[config.mk]
export PLATFORM = sky130hd
export DESIGN_NAME = alu_result_tx_ctrl
export DESIGN_NICKNAME = d
export VERILOG_FILES = /design/src/rtl/alu_result_tx_ctrl_pkg.sv /design/src/rtl/alu_tx_byte_handshake.sv /design/src/rtl/alu_result_tx_ctrl.sv
export SDC_FILE = /design/constraint.sdc
export NUM_CORES = 1
export LEC_CHECK = 0
export CORE_MARGIN = 3
export CORE_UTILIZATION = 52
export CTS_BUF_LIST = sky130_fd_sc_hd__clkbuf_16
export DETAILED_ROUTE_END_ITERATION = 8
export GPL_TIMING_DRIVEN = 1
export PLACE_DENSITY = 0.81
export SETUP_SLACK_MARGIN = 0.02
export SLEW_MARGIN = 25
export SYNTH_ARGS = -nofsm -noshare
export SYNTH_HDL_FRONTEND = slang
export SYNTH_SLANG_ARGS = --single-unit
[constraint.sdc]
create_clock -name CLK -period 3.2 [get_ports CLK]
set_input_delay 0.64 -clock CLK [delete_from_list [all_inputs] [get_ports CLK]]
set_output_delay 0.64 -clock CLK [all_outputs]
set_load 0.005 [all_outputs]
[src/rtl/alu_result_tx_ctrl_pkg.sv]
// Shared types and defaults for the ALU result to UART TX byte serialiser.
// State encoding and width defaults used by the top and the byte handshake.
package alu_result_tx_ctrl_pkg;

  localparam int DATA_WIDTH_DEF = 8;
  localparam int RES_WIDTH_DEF  = 16;

  typedef logic [2:0] state_t;

  localparam state_t IDLE    = 3'd0;
  localparam state_t SEND_LO = 3'd1;
  localparam state_t WAIT_LO = 3'd2;
  localparam state_t SEND_HI = 3'd3;
  localparam state_t WAIT_HI = 3'd4;

endpackage

[src/rtl/alu_tx_byte_handshake.sv]
// One SEND/WAIT byte handshake with the UART TX, shared by low and high bytes.
// Tracks whether TX busy was seen high so WAIT exits on its falling edge.
module alu_tx_byte_handshake
  import alu_result_tx_ctrl_pkg::*;
#(
  parameter int DATA_WIDTH = DATA_WIDTH_DEF,
  parameter int RES_WIDTH  = RES_WIDTH_DEF
) (
  input  logic                  clk,
  input  logic                  rst_n,
  input  logic                  send_en,
  input  logic                  wait_en,
  input  logic                  sel_hi,
  input  logic [RES_WIDTH-1:0]  res,
  input  logic                  tx_busy,
  output logic [DATA_WIDTH-1:0] tx_p_data,
  output logic                  tx_d_vld,
  output logic                  sent,
  output logic                  done
);

  logic                  seen_busy;
  logic [DATA_WIDTH-1:0] byte_sel;

  assign byte_sel = sel_hi ? res[RES_WIDTH-1:DATA_WIDTH]
                           : res[DATA_WIDTH-1:0];
  assign sent     = send_en & ~tx_busy;
  assign done     = wait_en & seen_busy & ~tx_busy;

  always_ff @(posedge clk or negedge rst_n) begin
    if (!rst_n) begin
      tx_p_data <= '0;
      tx_d_vld  <= 1'b0;
      seen_busy <= 1'b0;
    end else begin
      tx_d_vld <= sent;
      if (sent) begin
        tx_p_data <= byte_sel;
        seen_busy <= 1'b0;
      end else if (wait_en && tx_busy) begin
        seen_busy <= 1'b1;
      end
    end
  end

endmodule

[src/rtl/alu_result_tx_ctrl.sv]
// Captures ALU results and sends them to the UART TX low byte then high byte.
// Define ALU_TX_PENDING_BUF_EN to add a one-entry pending result buffer.
module alu_result_tx_ctrl
  import alu_result_tx_ctrl_pkg::*;
#(
  parameter int DATA_WIDTH = DATA_WIDTH_DEF,
  parameter int RES_WIDTH  = RES_WIDTH_DEF
) (
  input  logic                  CLK,
  input  logic                  RST,
  input  logic [RES_WIDTH-1:0]  ALU_OUT,
  input  logic                  ALU_OUT_VLD,
  input  logic                  TX_BUSY,
  output logic [DATA_WIDTH-1:0] TX_P_DATA,
  output logic                  TX_D_VLD,
  output logic                  CTRL_BUSY,
  output logic                  DROP
);

  state_t                 state;
  state_t                 state_nxt;
  logic [RES_WIDTH-1:0]   res;
  logic [RES_WIDTH-1:0]   pend;
  logic                   pend_vld;
  logic                   sent;
  logic                   done;
  logic                   hi_done;
  logic                   send_en;
  logic                   wait_en;
  logic                   sel_hi;
  logic                   take;
  logic                   load_new;
  logic                   drop_nxt;

  assign hi_done = (state == WAIT_HI) & done;

`ifdef ALU_TX_PENDING_BUF_EN
  logic store;

  assign take     = pend_vld & ((state == IDLE) | hi_done);
  assign store    = ALU_OUT_VLD & ((state != IDLE) | pend_vld);
  assign load_new = ALU_OUT_VLD & (state == IDLE) & ~pend_vld;
  assign drop_nxt = store & pend_vld & ~take;

  // A slot freed by take can accept a result arriving in the same cycle
  always_ff @(posedge CLK or negedge RST) begin
    if (!RST) begin
      pend     <= '0;
      pend_vld <= 1'b0;
    end else if (store && (!pend_vld || take)) begin
      pend     <= ALU_OUT;
      pend_vld <= 1'b1;
    end else if (take) begin
      pend_vld <= 1'b0;
    end
  end
`else
  assign pend     = '0;
  assign pend_vld = 1'b0;
  assign take     = 1'b0;
  assign load_new = ALU_OUT_VLD & (state == IDLE);
  assign drop_nxt = ALU_OUT_VLD & (state != IDLE);
`endif

  always_ff @(posedge CLK or negedge RST) begin
    if (!RST) begin
      state <= IDLE;
      res   <= '0;
      DROP  <= 1'b0;
    end else begin
      state <= state_nxt;
      DROP  <= drop_nxt;
      if (take) begin
        res <= pend;
      end else if (load_new) begin
        res <= ALU_OUT;
      end
    end
  end

  always_comb begin
    state_nxt = state;
    unique case (state)
      IDLE:    if (pend_vld || ALU_OUT_VLD) state_nxt = SEND_LO;
      SEND_LO: if (sent) state_nxt = WAIT_LO;
      WAIT_LO: if (done) state_nxt = SEND_HI;
      SEND_HI: if (sent) state_nxt = WAIT_HI;
      WAIT_HI: if (done) state_nxt = pend_vld ? SEND_LO : IDLE;
      default: state_nxt = IDLE;
    endcase
  end

  always_comb begin
    CTRL_BUSY = (state != IDLE) | pend_vld;
    send_en   = (state == SEND_LO) | (state == SEND_HI);
    wait_en   = (state == WAIT_LO) | (state == WAIT_HI);
    sel_hi    = (state == SEND_HI);
  end

  alu_tx_byte_handshake #(
    .DATA_WIDTH (DATA_WIDTH),
    .RES_WIDTH  (RES_WIDTH)
  ) u_hs (
    .clk       (CLK),
    .rst_n     (RST),
    .send_en   (send_en),
    .wait_en   (wait_en),
    .sel_hi    (sel_hi),
    .res       (res),
    .tx_busy   (TX_BUSY),
    .tx_p_data (TX_P_DATA),
    .tx_d_vld  (TX_D_VLD),
    .sent      (sent),
    .done      (done)
  );

endmodule
==> impl_metrics.ini <==
[detailed_routing]
routedWlPerCell_um = 15.9
firstDrtPassIters = 4
drt-initial-drc-count = 20
remaining_drc_errors = 0
avgViaCountPerCell = 5.22
vias = 819
routed_wl_um = 2490
ant_nets = 0

[synth]
syn_nets = 114
synth_cell_type_count = 22
seq_area_frac_synth = 0.576
yosysWarnings = 0
ys_ff_latch = 30
synth_cells = 94
syn_area_per_cell_sq_um = 13.9
netlist_area_sq_um = 1300

[cells_and_area]
final_cell_mix = dfrtp_1 (30), clkdlybuf4s50_1 (30), nor2_1 (10), mux2_4 (10), a21oi_1 (10)
instances_no_fill = 157
drive_above_1_share = 0.217
n_antenna_cell = 0
n_fill_cell = 154
nets = 148
area_growth_pct = 34.2

[timing]
setup-tns-final_ns = 0
fin_skew_ns = 0.00281
tightest_slew_ns = 0.682
clock.fmax_ghz = 0.396
hold_ws_ns = 0.512
min_period_ns = 2.53
slew_headroom = 0.546
finalHoldViolCount = 0
rsz0062_at_grt = no
slew_viol_final = 0
finalSetupViolations = 0
finalCritPeriodShare = 0.790

[floorplanning]
die_x_um = 56.1
core_area_sq_um = 2300
rows = 17
initial_core_util = 0.567
io_pins = 31
die_y_um = 56.1
die-area_sq_um = 3140

[worst_setup_path]
r2r_setup_slack_ns = 1.23
crit_arrival_ns = 1.89
cp_max_fo = 15
slowest_delay_ns = 0.63
cp_cell_sequence = or3_4 -> clkdlybuf4s50_1
reg2reg_to = res[0]
crit_buf_inv = 1
r2r_cells = 3
critical-path-top-delay-family = flip-flops
cp_slowest_cell = dfrtp_1
cp.required_ns = 2.56
cp-end-kind = output port
r2r-start = state[1]
critPathKind = flip-flop to output port
start_kind = flip-flop
crit_cells = 2

[min_path]
hold_path_depth = 1
hold_class = flip-flop to flip-flop
whs_endpoint = res[3]
min_from = res[3]

[cts]
cts-root-buf = clkbuf_16
clk-insertion-delay-late_ns = 0.27
cts_max_level = 2
clock-sinks = 30
cts_max_path_buffers = 2
tritoncts = done
cts_resized = 0
post_cts_buffers = 0
clk_pin_slew_ns = 0.05
cts_hold_buf = 0
numCtsBuffers = 5

[power]
power.density_nw_per_um2 = 1030
p_leak_nw = 0.769
ir_worst_vdd_mv = 0.695
fin_total_pwr_mw = 1.80

[placement]
portBuffers = 30
place_congestion = 0.685
dp_hpwl_um = 1640
dp.cells = 149

[job]
maxCapViolations = 0

[global_routing]
first_global_vias = 893
grtUsageTotal = 0.178
grt_pass1_wl_um = 4260
gr-total-overflow = 0
grt_max_degree = 31
antenna_found_initial = 0

[status]
outcome = finished clean
layer usage:
layer | vias to the layer above | global-route usage | share of wire
li1 | 388 | - | -
met1 | 397 | 0.220 | 0.43
met2 | 30 | 0.282 | 0.49
met3 | 4 | 0.0650 | 0.070
met4 | 0 | 0.0712 | 0.0088
met5 | - | 0 | 0
synth_stat cells:
library cell	number	area [sq um]
a311oi_1	1	8.76
mux2_2	6	67.6
nand2_1	1	3.75
nor3b_2	1	12.5
dfrtp_1	30	751
a21oi_1	10	50.1
nor2_8	1	20.0
or3_4	1	11.3
nor2b_1	2	12.5
and2_1	1	6.26
buf_12	1	20.0
a32o_1	1	10.0
nor3_1	1	5.00
nor2_1	10	37.5
buf_2	3	15.0
xor2_1	1	8.76
mux2i_1	8	80.1
o21ai_0	1	5.00
buf_6	1	11.3
inv_1	2	7.51
mux2_4	10	150
xnor2_1	1	8.76
power by group:
part	switching, mW	total (mW)	leakage, nW	internal [mW]
logic	0.222	0.638	0.348	0.416
clock network	0.155	0.438	0.0672	0.283
registers	0.158	0.727	0.353	0.569
total	0.536	1.80	0.769	1.27
area by class of cell:
| class | count | area, sq um | share of cell area |
|---|---|---|---|
| well taps | 28 | 35.0 | 0.0200 |
| clock inverters | 3 | 16.3 | 0.00931 |
| clock buffers | 5 | 125 | 0.0716 |
| flip-flops and latches | 30 | 751 | 0.429 |
| repair buffers | 32 | 315 | 0.180 |
| multi-input cells | 57 | 498 | 0.285 |
| inverters | 2 | 7.51 | 0.00429 |
worst register-to-register path, cell delays in order (launching register included):
cell	delay (ns)
dfrtp_1	0.63
or3_4	0.52
nor2_8	0.31
mux2_2	0.39
how the worst max path moves through the flow:
| stage | from | end |
|---|---|---|
| 4_1_cts | state[1] | CTRL_BUSY |
| 5_1_grt | state[1] | CTRL_BUSY |
| 6_report | state[1] | CTRL_BUSY |
| 3_3_place_gp | state[1] | CTRL_BUSY |
| 2_1_floorplan | state[1] | res[10] |
| 3_5_place_dp | state[1] | CTRL_BUSY |
metrics by stage:
step	utilization	setup slack (ns)	instance area, sq um
final	0.761	0.672	1750
after global routing	0.761	0.599	1750
after CTS	0.761	0.663	1750
after detailed placement	0.699	0.973	1610
after global placement	0.699	0.990	1610
after floorplan	-	1.61	1300
sequential cells by signal, indices dropped and copies added, names as in the netlist:
register        cells
state               3
DROP                1
res                16
u_hs.tx_d_vld       1
u_hs.tx_p_data      8
u_hs.seen_busy      1
logic make-up after synthesis:
kind of cell,count (synthesis),share of synthesized area
DFF,30,0.576
muxes,24,0.229
and+or+nand+nor,18,0.0836
AOI/OAI and AO/OA,13,0.0567
buffers and inverters,7,0.0413
xor gates and xnor gates,2,0.0135
Note: power is estimated with default switching activity, not from simulation.
